`src/rtl/mac_accum_pkg.sv`:
```
`default_nettype none
// ============================================================================
// Module      : mac_pkg
// Description : Shared types and helpers for the mac_accum dot-product
//               accumulator: default multiplier latency, FSM state encoding
//               and the accumulator width helper.
// Revision    : 1.0 - initial release
// ============================================================================
package mac_pkg;

  // Latency of the upstream shift-add multiplier (multi_pipe)
  localparam int MUL_LAT_DEF = 2;

  // Accumulator FSM states
  typedef enum logic [1:0] {
    IDLE = 2'd0,
    ACC  = 2'd1,
    DONE = 2'd2
  } state_e;

  // Width that holds max_len full-scale size x size products without overflow
  function automatic int acc_width(input int size, input int max_len);
    return 2 * size + $clog2(max_len);
  endfunction

endpackage
`default_nettype wire

```
`src/rtl/mac_accum_valid_delay.sv`:
```
`default_nettype none
// ============================================================================
// Module      : valid_delay
// Description : DEPTH-deep shift register of {v, last} beat tags. Stage 0
//               loads the input tag; the tail stage is presented as
//               d_v/d_last. Per-stage (v & last) flags are exported so the
//               owner can see whether a vector end is still in flight.
// Revision    : 1.0 - initial release
// ============================================================================
module valid_delay #(
  parameter int DEPTH = 2
) (
  input  logic             clk,
  input  logic             rst_n,
  input  logic             in_v,
  input  logic             in_last,
  output logic             d_v,
  output logic             d_last,
  output logic [DEPTH-1:0] stage_last
);

  logic [DEPTH-1:0] v_q, v_d;
  logic [DEPTH-1:0] last_q, last_d;

  // Shift every tag one stage toward the tail, new tag into stage 0
  always_comb begin
    v_d       = v_q;
    last_d    = last_q;
    v_d[0]    = in_v;
    last_d[0] = in_last;
    for (int i = 1; i < DEPTH; i++) begin
      v_d[i]    = v_q[i-1];
      last_d[i] = last_q[i-1];
    end
  end

  // Tag registers, cleared on reset so in-flight beats are discarded
  always_ff @(posedge clk or negedge rst_n) begin
    if (!rst_n) begin
      v_q    <= '0;
      last_q <= '0;
    end else begin
      v_q    <= v_d;
      last_q <= last_d;
    end
  end

  assign d_v        = v_q[DEPTH-1];
  assign d_last     = last_q[DEPTH-1];
  assign stage_last = v_q & last_q;

endmodule
`default_nettype wire

```
`src/rtl/mac_accum.sv`:
```
`default_nettype none
// ============================================================================
// Module      : mac_accum
// Description : Dot-product accumulator behind the pipelined multiplier.
//               Tracks accepted beats through a latency-matched delay line,
//               sums one vector of products and presents the result on a
//               valid/ready port. in_ready throttles the operand source since
//               the multiplier cannot stall.
//               Build option MAC_ACCUM_SAT_EN: accumulator saturates at
//               all-ones and flags out_err instead of wrapping.
// Revision    : 1.0 - initial release
// ============================================================================
module mac_accum
  import mac_pkg::*;
#(
  parameter int SIZE    = 4,
  parameter int MUL_LAT = MUL_LAT_DEF,
  parameter int MAX_LEN = 16,
  parameter int CNT_W   = $clog2(MAX_LEN + 1),
  parameter int ACC_W   = acc_width(SIZE, MAX_LEN)
) (
  input  logic              clk,
  input  logic              rst_n,
  input  logic              in_valid,
  input  logic              in_last,
  output logic              in_ready,
  input  logic [2*SIZE-1:0] prod,
  output logic              out_valid,
  input  logic              out_ready,
  output logic [ACC_W-1:0]  out_sum,
  output logic [CNT_W-1:0]  out_cnt,
  output logic              out_err
);

  state_e             state_q, state_d;
  logic [ACC_W-1:0]   acc_q, acc_d;
  logic [CNT_W-1:0]   cnt_q, cnt_d;
  logic               err_q, err_d;
  logic               out_valid_q, out_valid_d;
  logic [ACC_W-1:0]   out_sum_q, out_sum_d;
  logic [CNT_W-1:0]   out_cnt_q, out_cnt_d;
  logic               out_err_q, out_err_d;

  logic               d_v;
  logic               d_last;
  logic [MUL_LAT-1:0] stage_last;
  logic [ACC_W-1:0]   prod_ext;
  logic [ACC_W-1:0]   add_res;
  logic               add_ovf;
  logic               len_full;

  valid_delay #(
    .DEPTH (MUL_LAT)
  ) u_valid_delay (
    .clk        (clk),
    .rst_n      (rst_n),
    .in_v       (in_valid & in_ready),
    .in_last    (in_last),
    .d_v        (d_v),
    .d_last     (d_last),
    .stage_last (stage_last)
  );

  // Stop accepting once a vector end is in flight and until the result has
  // been handed off. DONE is included so the source stays blocked in the
  // cycle between the last product landing and out_valid rising.
  assign in_ready = !(|stage_last) && !out_valid_q && (state_q != DONE);

  assign prod_ext = ACC_W'(prod);
  assign len_full = (cnt_q == CNT_W'(MAX_LEN));

`ifdef MAC_ACCUM_SAT_EN
  logic [ACC_W:0] sum_full;

  // Saturating add: clamp to all-ones on carry-out and report it
  always_comb begin
    sum_full = {1'b0, acc_q} + {1'b0, prod_ext};
    add_ovf  = sum_full[ACC_W];
    add_res  = add_ovf ? '1 : sum_full[ACC_W-1:0];
  end
`else
  // Modulo add: wrap is only reachable after a length error
  always_comb begin
    add_res = acc_q + prod_ext;
    add_ovf = 1'b0;
  end
`endif

  // Next-state and datapath: accumulate products, then hold the result
  always_comb begin
    state_d     = state_q;
    acc_d       = acc_q;
    cnt_d       = cnt_q;
    err_d       = err_q;
    out_valid_d = out_valid_q;
    out_sum_d   = out_sum_q;
    out_cnt_d   = out_cnt_q;
    out_err_d   = out_err_q;
    unique case (state_q)
      IDLE: begin
        if (d_v) begin
          acc_d   = prod_ext;
          cnt_d   = CNT_W'(1);
          err_d   = 1'b0;
          state_d = d_last ? DONE : ACC;
        end
      end
      ACC: begin
        if (d_v) begin
          acc_d = add_res;
          // Counter saturates; extra beats flag the vector but still add
          if (len_full) begin
            err_d = 1'b1;
          end else begin
            cnt_d = cnt_q + CNT_W'(1);
          end
          if (add_ovf) begin
            err_d = 1'b1;
          end
          if (d_last) begin
            state_d = DONE;
          end
        end
      end
      DONE: begin
        if (!out_valid_q) begin
          out_valid_d = 1'b1;
          out_sum_d   = acc_q;
          out_cnt_d   = cnt_q;
          out_err_d   = err_q;
        end else if (out_ready) begin
          out_valid_d = 1'b0;
          state_d     = IDLE;
        end
      end
      default: state_d = IDLE;
    endcase
  end

  // State and output registers; reset drops any partial vector
  always_ff @(posedge clk or negedge rst_n) begin
    if (!rst_n) begin
      state_q     <= IDLE;
      acc_q       <= '0;
      cnt_q       <= '0;
      err_q       <= 1'b0;
      out_valid_q <= 1'b0;
      out_sum_q   <= '0;
      out_cnt_q   <= '0;
      out_err_q   <= 1'b0;
    end else begin
      state_q     <= state_d;
      acc_q       <= acc_d;
      cnt_q       <= cnt_d;
      err_q       <= err_d;
      out_valid_q <= out_valid_d;
      out_sum_q   <= out_sum_d;
      out_cnt_q   <= out_cnt_d;
      out_err_q   <= out_err_d;
    end
  end

  assign out_valid = out_valid_q;
  assign out_sum   = out_sum_q;
  assign out_cnt   = out_cnt_q;
  assign out_err   = out_err_q;

endmodule
`default_nettype wire

```
`config.mk`:
```
export PLATFORM = sky130hd
export DESIGN_NAME = mac_accum
export DESIGN_NICKNAME = d
export VERILOG_FILES = /design/src/rtl/mac_accum_pkg.sv /design/src/rtl/mac_accum_valid_delay.sv /design/src/rtl/mac_accum.sv
export SDC_FILE = /design/constraint.sdc
export NUM_CORES = 1
export LEC_CHECK = 0
export ABC_CLOCK_PERIOD_IN_PS = 2100
export CORE_ASPECT_RATIO = 1.25
export CORE_UTILIZATION = 25
export DETAILED_ROUTE_END_ITERATION = 8
export GPL_ROUTABILITY_DRIVEN = 0
export PLACE_DENSITY = 0.47
export SLEW_MARGIN = 5
export SYNTH_ARGS = -nofsm -noshare
export SYNTH_HDL_FRONTEND = slang
export SYNTH_SLANG_ARGS = --single-unit
```
`constraint.sdc`:
```
create_clock -name clk -period 2.1 [get_ports clk]
set_clock_uncertainty 0.15 [all_clocks]
set_input_delay 0.21 -clock clk [delete_from_list [all_inputs] [get_ports clk]]
set_output_delay 0.21 -clock clk [all_outputs]
set_load 0.02 [all_outputs]
```
Word level (Yosys, flattened, before mapping)
Index checks and enable logic that the tools add are counted.
- reductions and logical operators: 12
- $add $sub $neg: 2
- multiplexer cells: 20
- eq/ne operators: 11
- bitwise operators: 3
- operator list (cell ; number):
    $mux W12 ; 2
    $pmux W12 S2 ; 1
    $mux W5 ; 3
    $add A12 B8 Y12 ; 1
    $mux W2 ; 6
    $ne A2 B2 Y1 const B ; 5
    $pmux W5 S2 ; 1
    $reduce_and A4 Y1 ; 2
    $ne A2 B1 Y1 const B ; 3
    $pmux W2 S3 ; 1
    $add A5 B1 Y5 const B ; 1
    $eq A5 B5 Y1 const B ; 1
    $mux W1 ; 5
    $reduce_and A5 Y1 ; 1
    $reduce_and A3 Y1 ; 1
    $and A2 B2 Y2 ; 1
    $eq A2 B1 Y1 const B ; 1
    $eq A2 B2 Y1 const B ; 1
    $logic_and A1 B1 Y1 ; 2
    $logic_not A1 Y1 ; 2
    $logic_not A2 Y1 ; 1
    $pmux W1 S2 ; 1
    $reduce_and A2 Y1 ; 1
    $reduce_bool A2 Y1 ; 1
    3 further kinds ; 3
- register bits after elaboration: 43
- output and inout port bits: 20
- input bits: 13
- logic and storage cells: 58

Longest topological paths before layout
Gate-level depths: netlist (run 1).
- depth after elaboration: 6
- depth in mapped cells: 8
- mapped depth without buffers: 8

Hierarchy
A second synthesis (run 1) with hierarchy kept.
- cell total of the unflattened synthesis: 206
- area, all modules: 2172.1 sq um
- modules (own cells, without submodules) (module ; area an instance (sq um) ; cells each ; seq. area each (sq um) ; times used):
    mac_accum ; 2059.5 ; 200 ; 975.9 ; 1
    valid_delay ; 112.6 ; 6 ; 100.1 ; 1

Worst setup path before layout (run 1)
No wires, ideal clock.
- kind: register -> register
- start point: register acc_q[0]
- end point: register acc_q[10]
- setup time: 0.126 ns
- cell stages (with the launch flop): 9
- data arrival time: 1.909 ns
- required time: 1.824 ns
- buffers on the path: 0
- slack: -0.085 ns
- period minus slack after synthesis: 2.185 ns
- cell sequence: dfrtp_1 ha_1 inv_1 fa_1 nand2b_1 a211oi_1 a211o_1 a21oi_1 a221o_1
- longest elaborated chain between the ends: 3
- RTL lines (element ; line ; RTL):
    from (decl) ; mac_accum.sv:36 ; logic [ACC_W-1:0] acc_q, acc_d;
    from (signal assigned) ; mac_accum.sv:144 ; acc_q <= '0;
    from (signal assigned) ; mac_accum.sv:153 ; acc_q <= acc_d;
    $add A12 B8 Y12 ; mac_accum.sv:84 ; add_res = acc_q + prod_ext;
    $mux W12 ; mac_accum.sv:109 ; if (d_v) begin
    $pmux W12 S2 ; mac_accum.sv:99 ; unique case (state_q)
No other way between the ends. The select of a mux whose other input is x is not followed.
A chain may end at the register's enable or synchronous reset.

Final worst setup path (run 1)
Ends and elaborated chain as after synthesis.

==> impl_metrics.csv, run 1 <==
group,metric,value,unit
run_status,outcome,"finished, final reports clean",
cts,cts_root_buffer,"clkbuf_8",
place,dp_hpwl,3510,um
synthesis,synth-edff-count,0,
sta,final.min_clock_period,2.10,ns
routing,wl_met3,142,um
sta,fmax,476,MHz
synthesis,synth.most_common_cell,"dfrtp_1",
sta,finalHoldViolCount,0,
cts,h-tree-depth,2,
routing,num_vias,1694,
synthesis,async_flop_share,1.00,
cts,clock-sinks,43,
routing,via_per_inst,4.45,
synthesis,ys_seq_area_frac,0.482,
synthesis,synth_top_area_frac,0.482,
sta,min_period_over_period,1.00,
routing,wl_met2,2290,um
worst_setup_path,worstPathRequired,2.14,ns
sta,finalSetupViolCount,0,
routing,top_layer,"met4",
finish,final_area,2990,sq um
die,die_w,86.5,um
place,numPortBuffers,32,
cts,max-clock-path-buffers,2,
worst_setup_path,worst_setup_path_end_kind,"flop",
finish,layout.nets,284,
finish,drive_above_1_share,0.238,
cts,cts_tree,"built",
min_path,hold_path_class,"primary input to async pin",
finish,syn2layout_area_growth,34.1,%
cts,clk_pin_slew,0.09,ns
power,cellPowerDensity,1310,nW/um^2
synthesis,synth_cells,204,
worst_setup_path,crit_path_max_fanout,3,
routing,drt_iter0_drc,40,
synthesis,synth_area_leaders,"dfrtp_1 (48%), mux2_2 (8.1%), ha_1 (5.6%)",
sta,worst_slew_pin_slew,0.434,ns
cts,clk_latency,0.30,ns
routing,firstDrtPassIters,4,
global_route,antenna_found_initial,0,
synthesis,synth_common_cells,"dfrtp_1 (43), mux2_2 (16), nand2_1 (16), a21oi_1 (11)",
synthesis,yosysWarnings,0,
sta,whs,0.185,ns
power,power,0.00392,W
die,placementRows,38,
cts,cts_buffers,5,
global_route,grt_max_degree,26,
synthesis,synth-main-ff-cell,"dfrtp_1",
finish,instances_no_fill,381,
routing,finalWirelength,4860,um
die,core-area,8650,sq um
worst_setup_path,criticalPathCategory,"flop to flop",
power,leakage,1.34,nW
synthesis,ys_seq_elements,43,
finish,nFillCells,918,
finish,antenna_cells,0,
sta,slew_headroom,0.708,
sta,rsz0062_at_grt,"yes",
die,start_util,0.258,
routing,wl_per_cell,12.8,um
synthesis,syn_area,2230,sq um
synthesis,synth_top_area_cell,"dfrtp_1",
sta,maxSlewViolCount,0,
worst_setup_path,arrival,2.14,ns
global_route,globalRouteOverflowTotal,0,
synthesis,synth_nets,228,
global_route,track_usage,0.113,
die,dieHeight,108,um
die,pin_count,33,
worst_setup_path,worstSetupStartpointType,"flop",
place,place_inst,371,
power,ir_drop,0.000365,V
run,max_cap_viol_count,0,
global_route,grt_pass1_wl,8100,um
routing,drt.antenna.violating_nets,0,
global_route,grt_pass1_vias,1701,
place,placed_area,2860,sq um
routing,drt-met1-wl,2340,um
routing,drc,0,
die,die_area,9310,sq um
synthesis,yosysUniqueCellTypes,50,
synthesis,avgSynthCellArea,10.9,sq um
power breakdown:
| part | internal (W) | switching, W | total [W] |
|---|---|---|---|
| clock network | 0.000233 | 0.000305 | 0.000538 |
| registers | 0.00111 | 0.000213 | 0.00132 |
| logic | 0.00106 | 0.00100 | 0.00206 |
| total | 0.00240 | 0.00152 | 0.00392 |
per-layer routing:
metal,global-route usage,vias up
li1,-,851
met1,0.139,809
met2,0.190,28
met3,0.0261,6
met4,0.0429,0
met5,0,-
critical path: stages, from the launching register on:
cell,delay (ns)
dfrtp_1,0.39
ha_4,0.15
inv_2,0.03
fa_2,0.33
nand2b_4,0.16
a211oi_4,0.22
a211o_1,0.20
a21oi_1,0.08
a221o_1,0.26
area by class of cell:
class                           instances  area, sq um  share of cell area
Timing Repair Buffer                   58          523               0.175
Inverter                                6         22.5             0.00752
Clock inverter                          2         12.5             0.00418
Tap cell                              120          150              0.0501
Multi-Input combinational cell        146         1140               0.380
Clock buffer                            6         72.6              0.0242
Sequential cell                        43         1080               0.359
sequential cells by signal, summed over array words and instances, names as in the netlist:
signal                flops
acc_q                    12
cnt_q                     5
err_q                     1
out_cnt                   5
out_err                   1
out_sum                  12
out_valid                 1
state_q                   2
u_valid_delay.last_q      2
u_valid_delay.v_q         2
repair_timing:
| item | in CTS | in global routing |
|---|---|---|
| setup buffers | 0 | 1 |
| gates cloned | 0 | 0 |
| pin swaps | 4 | 4 |
| hold buffers | 1 | 0 |
| gates resized for setup | 4 | 6 |
| setup endpoints to repair | 4 | 5 |
| hold endpoints to repair | 13 | 0 |
layout by cell type, fill, tap and decap left out, types with 3 or more instances in the layout:
| cell | synthesis | layout |
|---|---|---|
| nor3b_1 | 3 | 3 |
| o21ai_0 | 10 | 9 |
| nor2b_1 | 4 | 4 |
| nand3_1 | 6 | 6 |
| clkbuf_8 | 0 | 5 |
| clkdlybuf4s50_1 | 0 | 29 |
| a211o_1 | 3 | 3 |
| mux2i_1 | 8 | 8 |
| ha_1 | 10 | 9 |
| inv_1 | 6 | 5 |
| dfrtp_1 | 43 | 43 |
| nand2_1 | 16 | 16 |
| a21oi_1 | 11 | 11 |
| mux2_2 | 16 | 16 |
| nor2_1 | 10 | 10 |
| a21o_1 | 4 | 4 |
| nand3b_1 | 3 | 3 |
| buf_4 | 1 | 24 |
worst paths after layout:
check                                                  start                                 to  slack, ns  cells past startpoint
setup / recovery                        acc_q[0]$_DFFE_PN0P_              acc_q[10]$_DFFE_PN0P_     0.0007                      8
min in group clk                                     in_last  u_valid_delay.last_q[0]$_DFF_PN0_       0.19                      1
max in group asynchronous                              rst_n             out_cnt[4]$_DFFE_PN0P_       1.07                      3
hold / removal                                         rst_n              acc_q[10]$_DFFE_PN0P_       0.18                      2
hold reg to reg            u_valid_delay.last_q[0]$_DFF_PN0_  u_valid_delay.last_q[1]$_DFF_PN0_       0.23                      0
setup reg to reg                        acc_q[0]$_DFFE_PN0P_              acc_q[10]$_DFFE_PN0P_     0.0007                      8
stage by stage:
| stage | setup TNS, ns | utilization | setup WS, ns |
|---|---|---|---|
| floorplan | 0 | - | 0.0155 |
| global placement | -1.66 | 0.331 | -0.371 |
| detailed placement | -1.80 | 0.331 | -0.409 |
| CTS | -0.0158 | 0.342 | -0.0158 |
| global route | -0.139 | 0.346 | -0.0967 |
| finish | 0 | 0.346 | 0.000726 |
cell families (layout without fill, tap and decap cells):
| group | count (synthesis) | count (layout) | share of synthesized area |
|---|---|---|---|
| simple gates | 61 | 61 | 0.146 |
| compound gates | 46 | 46 | 0.141 |
| flops | 43 | 43 | 0.482 |
| mux | 26 | 26 | 0.127 |
| buf+inv | 15 | 72 | 0.0314 |
| fa+ha+maj | 11 | 11 | 0.0650 |
| xor+xnor | 2 | 2 | 0.00785 |
(Power assumes the default switching activity.)
==> inputs of run 2 (changes only) <==
- MAX_ROUTING_LAYER: default -> met4
- SLEW_MARGIN: 5 -> default
==> run 2 against run 1 <==
Against the previous run: combinational power about the same; utilization unchanged; die area unchanged; largest cell class unchanged; largest power group unchanged.
==> impl_metrics.csv, run 2 (synthesis gave the netlist of run 1 again) <==
group,metric,value,unit
routing,finalWirelength,4860,um
min_path,hold_path_class,"primary input to async pin",
place,dp_slack,-0.409,ns
finish,final_area,2990,sq um
global_route,grt_pass1_vias,1694,
finish,syn2layout_area_growth,34.1,%
power,leakage,1.34,nW
global_route,track_usage,0.116,
worst_setup_path,worstPathRequired,2.14,ns
worst_setup_path,arrival,2.14,ns
cts,cts_tree,"built",
sta,worst_slew_pin_slew,0.435,ns
sta,fmax,477,MHz
power,cellPowerDensity,1310,nW/um^2
finish,final_common_cell,"dfrtp_1",
worst_setup_path,worstSetupStartpointType,"flop",
sta,whs,0.184,ns
global_route,grt_max_degree,26,
worst_setup_path,worst_setup_path_end_kind,"flop",
run,max_cap_viol_count,0,
worst_setup_path,criticalPathCategory,"flop to flop",
die,die_area,9310,sq um
sta,rsz0062_at_grt,"yes",
sta,min_period_over_period,0.999,
sta,maxSlewViolCount,0,
run_status,outcome,"finished, final reports clean",
cts,cts_buffers,5,
routing,drc,0,
routing,drt.antenna.violating_nets,0,
sta,setup_tns,0,ns
die,start_util,0.258,
worst_setup_path,crit_path_max_fanout,3,
power,power,0.00393,W
sta,setup_slack,0.00263,ns
routing,num_vias,1689,
finish,final_cell_mix,"dfrtp_1 (43), clkdlybuf4s50_1 (29), buf_4 (24)",
routing,drt_iter0_drc,36,
die,core-area,8650,sq um
power,ir_drop,0.000367,V
sta,finalHoldViolCount,0,
die,placementRows,38,
sta,finalSetupViolCount,0,
cts,h-tree-depth,2,
finish,nFillCells,918,
sta,final.min_clock_period,2.10,ns
routing,via_per_inst,4.43,
global_route,grt_pass1_wl,8100,um
sta,slew_headroom,0.708,
global_route,globalRouteOverflowTotal,0,
die,dieHeight,108,um
place,dp_hpwl,3510,um
cts,max-clock-path-buffers,2,
die,die_w,86.5,um
finish,antenna_cells,0,
cts,clock-sinks,43,
die,pin_count,33,
cts,cts_root_buffer,"clkbuf_8",
routing,wl_per_cell,12.8,um
global_route,antenna_found_initial,0,
finish,drive_above_1_share,0.238,
place,placed_area,2860,sq um
place,numPortBuffers,32,
cts,clk_latency,0.30,ns
finish,layout.nets,284,
routing,firstDrtPassIters,4,
cts,clk_pin_slew,0.09,ns
run 2: cell counts in the layout (fill, tap and decap cells not counted):
Identical to the previous run, type by type.
run 2: worst max-delay path: stages (launching register included):
cell      delay [ns]
dfrtp_1         0.39
ha_4            0.15
inv_2           0.03
fa_2            0.33
nand2b_4        0.16
a211oi_4        0.22
a211o_1         0.20
a21oi_1         0.08
a221o_1         0.26
run 2: per-stage QoR:
step	util	cells
4_1_cts	0.342	380
5_1_grt	0.346	381
3_3_place_gp	0.331	371
6_report	0.346	381
2_1_floorplan	-	204
3_5_place_dp	0.331	371
run 2: cell type report:
type	instances	area (sq um)	share of cell area
Timing Repair Buffer	58	523	0.175
Inverter	6	22.5	0.00752
Sequential cell	43	1080	0.359
Clock inverter	2	12.5	0.00418
Clock buffer	6	72.6	0.0242
Multi-Input combinational cell	146	1140	0.380
Tap cell	120	150	0.0501
run 2: power breakdown:
part,internal (W),leakage (nW),switching [W]
logic,0.00106,0.760,0.00100
registers,0.00111,0.537,0.000213
clock network,0.000233,0.0412,0.000306
total,0.00240,1.34,0.00152
run 2: what timing repair did:
action / 4_1_cts / 5_1_grt
setup endpoints to repair: 4 / 5
hold buffers: 1 / 0
pin swaps: 4 / 4
gates resized for setup: 4 / 6
endpoints found under the hold margin: 13 / 0
setup buffers: 0 / 1
run 2: worst paths after layout:
path	depth (start not counted)	end	from	slack (ns)
setup / recovery	8	acc_q[10]$_DFFE_PN0P_	acc_q[0]$_DFFE_PN0P_	0.003
hold / removal	2	acc_q[10]$_DFFE_PN0P_	rst_n	0.18
setup reg to reg	8	acc_q[10]$_DFFE_PN0P_	acc_q[0]$_DFFE_PN0P_	0.003
hold reg to reg	0	u_valid_delay.last_q[1]$_DFF_PN0_	u_valid_delay.last_q[0]$_DFF_PN0_	0.23
max in group asynchronous	3	out_cnt[4]$_DFFE_PN0P_	rst_n	1.07
min in group clk	1	u_valid_delay.last_q[0]$_DFF_PN0_	in_last	0.19
run 2: routing by layer:
metal,vias to the layer above,global-route usage,share of wire
li1,851,-,-
met1,806,0.141,0.49
met4,0,0.0429,0.017
met3,6,0.0238,0.024
met2,26,0.190,0.47
met5,-,-,0
